### src/rtl/phy_rx_pkg.sv
// Shared constants and FSM encoding for the phy_rx receive path.
package phy_rx_pkg;

  localparam int unsigned DEFAULT_DATA_W = 8;
  localparam int unsigned DEFAULT_DEPTH  = 8;
  localparam int unsigned DROP_CNT_W     = 8;

  typedef enum logic [1:0] {
    StWaitData = 2'd0,
    StActive   = 2'd1,
    StError    = 2'd2
  } link_state_e;

endpackage

### src/rtl/phy_rx_fifo_mem.sv
// DEPTH x DATA_W register array: one synchronous write port, one registered read port.
// The read register holds its value unless rd_en_i is set.
module phy_rx_fifo_mem
  import phy_rx_pkg::*;
#(
  parameter int unsigned DATA_W = DEFAULT_DATA_W,
  parameter int unsigned DEPTH  = DEFAULT_DEPTH
) (
  input  logic                     clk_f,
  input  logic                     reset,
  input  logic                     wr_en_i,
  input  logic [$clog2(DEPTH)-1:0] wr_addr_i,
  input  logic [DATA_W-1:0]        wr_data_i,
  input  logic                     rd_en_i,
  input  logic [$clog2(DEPTH)-1:0] rd_addr_i,
  output logic [DATA_W-1:0]        rd_data_o
);

  logic [DATA_W-1:0] mem_q [DEPTH];
  logic [DATA_W-1:0] rd_data_q, rd_data_d;

  always_ff @(posedge clk_f) begin
    if (wr_en_i) begin
      mem_q[wr_addr_i] <= wr_data_i;
    end
  end

  // Read samples the pre-write contents, so a full-FIFO push+pop returns the oldest byte.
  always_comb begin
    rd_data_d = rd_data_q;
    if (rd_en_i) begin
      rd_data_d = mem_q[rd_addr_i];
    end
  end

  always_ff @(posedge clk_f) begin
    if (!reset) begin
      rd_data_q <= '0;
    end else begin
      rd_data_q <= rd_data_d;
    end
  end

  assign rd_data_o = rd_data_q;

endmodule

### src/rtl/phy_rx_byte_fifo.sv
// Receive byte FIFO with link-state FSM, sticky error flags and registered fill-level flags.
// Define PHY_RX_FIFO_STATS_EN to build the saturating dropped-byte counter.
module phy_rx_byte_fifo
  import phy_rx_pkg::*;
#(
  parameter int unsigned DATA_W    = DEFAULT_DATA_W,
  parameter int unsigned DEPTH     = DEFAULT_DEPTH,
  parameter int unsigned AF_THRESH = 6,
  parameter int unsigned AE_THRESH = 2
) (
  input  logic                    clk_f,
  input  logic                    reset,
  input  logic                    valid_in,
  input  logic [DATA_W-1:0]       data_in,
  input  logic                    pop,
  output logic [DATA_W-1:0]       data_out,
  output logic                    valid_out,
  output logic                    fifo_full,
  output logic                    fifo_empty,
  output logic                    almost_full,
  output logic                    almost_empty,
  output logic [$clog2(DEPTH):0]  count,
  output logic                    link_up,
  output logic                    overflow_err,
  output logic                    underflow_err,
  output logic [DROP_CNT_W-1:0]   drop_count
);

  localparam int unsigned PtrW = $clog2(DEPTH);
  localparam int unsigned CntW = PtrW + 1;
  localparam logic [CntW-1:0] DepthCnt = CntW'(DEPTH);
  localparam logic [CntW-1:0] AfCnt    = CntW'(AF_THRESH);
  localparam logic [CntW-1:0] AeCnt    = CntW'(AE_THRESH);

  link_state_e     state_q, state_d;
  logic [PtrW-1:0] wr_ptr_q, wr_ptr_d, rd_ptr_q, rd_ptr_d;
  logic [CntW-1:0] count_q, count_d;
  logic            full_q, full_d, empty_q, empty_d;
  logic            afull_q, afull_d, aempty_q, aempty_d;
  logic            valid_out_q, valid_out_d;
  logic            ovf_err_q, ovf_err_d, unf_err_q, unf_err_d;

  logic is_full, pop_acc, push, ovf, unf;

  always_comb begin
    is_full = (count_q == DepthCnt);
    pop_acc = pop && (count_q != '0);
    push    = valid_in && (state_q != StError) && (!is_full || pop_acc);
    ovf     = valid_in && is_full && !pop_acc;
    unf     = pop && (count_q == '0);
  end

  always_comb begin
    wr_ptr_d    = push ? wr_ptr_q + PtrW'(1) : wr_ptr_q;
    rd_ptr_d    = pop_acc ? rd_ptr_q + PtrW'(1) : rd_ptr_q;
    count_d     = count_q;
    unique case ({push, pop_acc})
      2'b10:   count_d = count_q + CntW'(1);
      2'b01:   count_d = count_q - CntW'(1);
      default: count_d = count_q;
    endcase
    full_d      = (count_d == DepthCnt);
    empty_d     = (count_d == '0);
    afull_d     = (count_d >= AfCnt);
    aempty_d    = (count_d <= AeCnt);
    valid_out_d = pop_acc;
    ovf_err_d   = ovf_err_q | ovf;
    unf_err_d   = unf_err_q | unf;
  end

  always_comb begin
    state_d = state_q;
    unique case (state_q)
      StWaitData: if (valid_in) state_d = StActive;
      StActive:   if (ovf || unf) state_d = StError;
      StError:    state_d = StError;
      default:    state_d = StWaitData;
    endcase
  end

  always_ff @(posedge clk_f) begin
    if (!reset) begin
      state_q     <= StWaitData;
      wr_ptr_q    <= '0;
      rd_ptr_q    <= '0;
      count_q     <= '0;
      full_q      <= 1'b0;
      empty_q     <= 1'b1;
      afull_q     <= 1'b0;
      aempty_q    <= 1'b1;
      valid_out_q <= 1'b0;
      ovf_err_q   <= 1'b0;
      unf_err_q   <= 1'b0;
    end else begin
      state_q     <= state_d;
      wr_ptr_q    <= wr_ptr_d;
      rd_ptr_q    <= rd_ptr_d;
      count_q     <= count_d;
      full_q      <= full_d;
      empty_q     <= empty_d;
      afull_q     <= afull_d;
      aempty_q    <= aempty_d;
      valid_out_q <= valid_out_d;
      ovf_err_q   <= ovf_err_d;
      unf_err_q   <= unf_err_d;
    end
  end

  phy_rx_fifo_mem #(
    .DATA_W(DATA_W),
    .DEPTH (DEPTH)
  ) u_mem (
    .clk_f    (clk_f),
    .reset    (reset),
    .wr_en_i  (push),
    .wr_addr_i(wr_ptr_q),
    .wr_data_i(data_in),
    .rd_en_i  (pop_acc),
    .rd_addr_i(rd_ptr_q),
    .rd_data_o(data_out)
  );

`ifdef PHY_RX_FIFO_STATS_EN
  logic                  drop;
  logic [DROP_CNT_W-1:0] drop_cnt_q, drop_cnt_d;

  always_comb begin
    drop       = valid_in && ((state_q == StError) || ovf);
    drop_cnt_d = drop_cnt_q;
    if (drop && (drop_cnt_q != '1)) begin
      drop_cnt_d = drop_cnt_q + DROP_CNT_W'(1);
    end
  end

  always_ff @(posedge clk_f) begin
    if (!reset) begin
      drop_cnt_q <= '0;
    end else begin
      drop_cnt_q <= drop_cnt_d;
    end
  end

  assign drop_count = drop_cnt_q;
`else
  assign drop_count = '0;
`endif

  assign valid_out     = valid_out_q;
  assign fifo_full     = full_q;
  assign fifo_empty    = empty_q;
  assign almost_full   = afull_q;
  assign almost_empty  = aempty_q;
  assign count         = count_q;
  assign link_up       = (state_q == StActive);
  assign overflow_err  = ovf_err_q;
  assign underflow_err = unf_err_q;

endmodule

### config.mk
export PLATFORM = sky130hd
export DESIGN_NAME = phy_rx_byte_fifo
export DESIGN_NICKNAME = d
export VERILOG_FILES = /design/src/rtl/phy_rx_pkg.sv /design/src/rtl/phy_rx_fifo_mem.sv /design/src/rtl/phy_rx_byte_fifo.sv
export SDC_FILE = /design/constraint.sdc
export NUM_CORES = 1
export LEC_CHECK = 0
export ABC_AREA = 1
export CORE_MARGIN = 2
export CORE_UTILIZATION = 60
export DETAILED_ROUTE_END_ITERATION = 12
export DONT_BUFFER_PORTS = 1
export GPL_TIMING_DRIVEN = 1
export PLACE_DENSITY = 0.76
export SYNTH_ARGS = -nofsm -noshare
export SYNTH_HDL_FRONTEND = slang
export SYNTH_SLANG_ARGS = --single-unit
export TNS_END_PERCENT = 20
### constraint.sdc
create_clock -name clk_f -period 4.1 [get_ports clk_f]
set_input_delay 1.025 -clock clk_f [delete_from_list [all_inputs] [get_ports clk_f]]
set_output_delay 1.025 -clock clk_f [all_outputs]
set_load 0.03 [all_outputs]
==> reports/qor.yml <==
route:
  vias: 2417
  postRouteWirelength_um: 6930
  vias_per_cell: 5.75
  router_iterations_before_antenna_repair: 4
  drc: 0
  drt_first_iter_violations: 175
  wire_per_inst_um: 16.5
  route.antenna.remaining_nets: 0
logic_synthesis:
  ys_seq_elements: 91
  ys_async_sr_fraction: 0
  synth_edf_count: 64
  seq_area_frac_synth: 0.654
  synth_area_leaders: "sky130_fd_sc_hd__edfxtp_1 (51%), sky130_fd_sc_hd__dfxtp_1 (14%), sky130_fd_sc_hd__nor2_1 (5.6%), sky130_fd_sc_hd__o21ai_0 (4.5%), sky130_fd_sc_hd__o211ai_1 (3.2%)"
  yosysTopAreaCell: "sky130_fd_sc_hd__edfxtp_1"
  netlist_top_cells_count: "sky130_fd_sc_hd__edfxtp_1 (64), sky130_fd_sc_hd__nor2_1 (56), sky130_fd_sc_hd__o21ai_0 (34), sky130_fd_sc_hd__nand2_1 (29), sky130_fd_sc_hd__dfxtp_1 (27)"
  postSynth.topFlopCell: "sky130_fd_sc_hd__edfxtp_1"
  post_synth_instance_area_um2: 3770
  synth_area_per_cell_um2: 11.0
  yosysWarnings: 0
  synth_most_common_cell: "sky130_fd_sc_hd__edfxtp_1"
  netlist_instances: 341
  synth_cell_types: 31
  synth_largest_type_area_fraction: 0.510
cts:
  hold_buf_count_cts: 0
  cts_inserted_buffers: 9
  clkSlewWorstSetupHoldPaths_ns: 0.09
  buffers_inserted_by_post_cts_timing_repair: 0
  ctsHtreeMaxLevel: 3
  cts.repair.resized: 0
  numClockSinks: 91
  tritoncts: "built"
  clk_root_buffer_cell: "sky130_fd_sc_hd__clkbuf_8"
  clock_tree.buffer_depth: 2
  clk-insertion-delay-late_ns: 0.35
pwr:
  leakage_nw: 1.44
  peak_supply_drop_mv: 0.434
  power.density_cell_area_nw_per_um2: 716
placement:
  post-dp-hpwl_um: 4360
  gp_routability_congestion: 0.851
  port-buffer-count: 0
final_layout:
  nNetsFinal: 360
  layout-drive-gt1-share: 0.0928
  antenna_cells: 0
  synthToLayoutAreaGrowth_pct: 6.18
global_route:
  grt_use_total: 0.205
  grt_max_degree: 35
  grt_first_pass_wirelength_um: 10800
  grt_antenna_before_repair: 0
  gr-total-overflow: 0
  first_global_vias: 2179
setup_path:
  worst_path_cell_with_the_longest_stage_delay: "sky130_fd_sc_hd__ha_1"
  path_cells: "inv_2, nor2_2, inv_1, nand3_2, inv_1, ha_1, nand3_1, nand3_1, inv_1, nand2_1, nand3_1, nand2_1, nand3_2, nand2_1, nor2_1"
  max_stage_delay_ns: 0.33
  critical_path.startpoint_type: "input pin"
  worst-path-max-fanout: 5
  timing_worst_setup_path_type: "in -> reg"
  cp.required_ns: 4.35
  worst-endpoint-arrival_ns: 2.56
  setup.worst_path.end_class: "flop"
floorplan:
  design.portCount: 40
  initial_utilization: 0.629
  fp.dieArea_um2: 6930
  die_w_um: 83.2
  dieHeight_um: 83.2
  fp.coreArea_um2: 5990
  floorplan.rows: 28
sta:
  finalWorstPathRequiredPeriod_ns: 2.31
  slew_headroom: 0.401
  period_share: 0.563
  report.final.slew_viol_count: 0
  final.hold.worst_slack_ns: 0.497
  worst_pin_slew_ns: 0.898
  final_hold_viol_count: 0
  setup_violations: 0
  grt_setup_unrepaired: "false"
  clock_skew_ns: 0.00612
  fmax_mhz: 433
  setup-tns-final_ns: 0
worst_hold_path:
  holdCritPathClass: "reg -> reg"
status:
  run_status: "finished, final reports clean"
flow_run:
  cap_viol_max_count: 0
[path summary, 6_finish.rpt]
check / from / end / slack (ns) / depth (start not counted)
min reg2reg: wr_ptr_q[0] / wr_ptr_q[0] / 0.50 / 2
min: wr_ptr_q[0] / wr_ptr_q[0] / 0.50 / 2
max: valid_in / fifo_empty / 1.79 / 15
max reg2reg: state_q[0] / fifo_empty / 1.84 / 16
[logic make-up after synthesis]
kind of cell    synth area share
simple gates               0.129
fa+ha+maj                 0.0286
compound gates             0.128
other cells             0.000996
flops                      0.654
xor+xnor                 0.00233
buf+inv                   0.0575
[critical path: cells and delay by family]
| family | cells | cell delay [ns] |
|---|---|---|
| AND/OR/NAND/NOR | 10 | 0.96 |
| adder cells (fa/ha/maj) | 1 | 0.33 |
| buffers and inverters | 4 | 0.24 |
[sequential cells by signal (all words and copies together) (netlist names)]
signal           cells
fifo_empty           1
state_q              2
u_mem.mem_q         64
wr_ptr_q             3
almost_empty         1
valid_out            1
fifo_full            1
almost_full          1
overflow_err         1
count                4
u_mem.rd_data_o      8
underflow_err        1
rd_ptr_q             3
[per-layer routing]
metal  up-vias  share of wire  track usage
met5         -              0            0
met4         0          0.018       0.0790
li1       1172              -            -
met3        12          0.055       0.0706
met2        72           0.49        0.326
met1      1161           0.44        0.260
[through the flow]
stage | area [um2] | cells | util | worst slack [ns] | total power, mW
2_1_floorplan | 3790 | 348 | - | 1.60 | 2.04
3_3_place_gp | 3780 | 404 | 0.631 | 1.51 | 2.20
3_5_place_dp | 3780 | 404 | 0.631 | 1.42 | 2.23
4_1_cts | 4000 | 420 | 0.668 | 1.80 | 2.87
5_1_grt | 4000 | 420 | 0.668 | 1.59 | 3.04
6_report | 4000 | 420 | 0.668 | 1.79 | 2.86
[power by group]
group | leakage (nW) | total, mW | internal [mW] | switching [mW]
Combinational | 0.539 | 0.852 | 0.286 | 0.566
Clock | 0.103 | 0.648 | 0.341 | 0.307
Sequential | 0.802 | 1.36 | 1.12 | 0.247
Total | 1.44 | 2.86 | 1.74 | 1.12
[cell type report]
type                    count  area (um2)
inverters                  26        97.6
well taps                  75        93.8
clock buffers               9         124
clock inverters             7        92.6
multi-input cells         210        1110
flip-flops and latches     91        2460
repair buffers              2        15.0
fillers                   434        1990
[cells in the final DEF (no fill, tap or decap), types with 3 or more instances in the layout]
| cell | count |
|---|---|
| sky130_fd_sc_hd__o211ai_1 | 16 |
| sky130_fd_sc_hd__inv_1 | 23 |
| sky130_fd_sc_hd__clkbuf_8 | 9 |
| sky130_fd_sc_hd__edfxtp_1 | 64 |
| sky130_fd_sc_hd__o21ai_0 | 34 |
| sky130_fd_sc_hd__nand2_1 | 29 |
| sky130_fd_sc_hd__conb_1 | 8 |
| sky130_fd_sc_hd__dfxtp_1 | 27 |
| sky130_fd_sc_hd__nand3_2 | 3 |
| sky130_fd_sc_hd__nand3_1 | 9 |
| sky130_fd_sc_hd__ha_1 | 7 |
| sky130_fd_sc_hd__a21oi_1 | 20 |
| sky130_fd_sc_hd__o21ai_1 | 5 |
| sky130_fd_sc_hd__o22ai_1 | 8 |
| sky130_fd_sc_hd__nor2_1 | 56 |
Note: power is estimated with default switching activity, not from simulation.
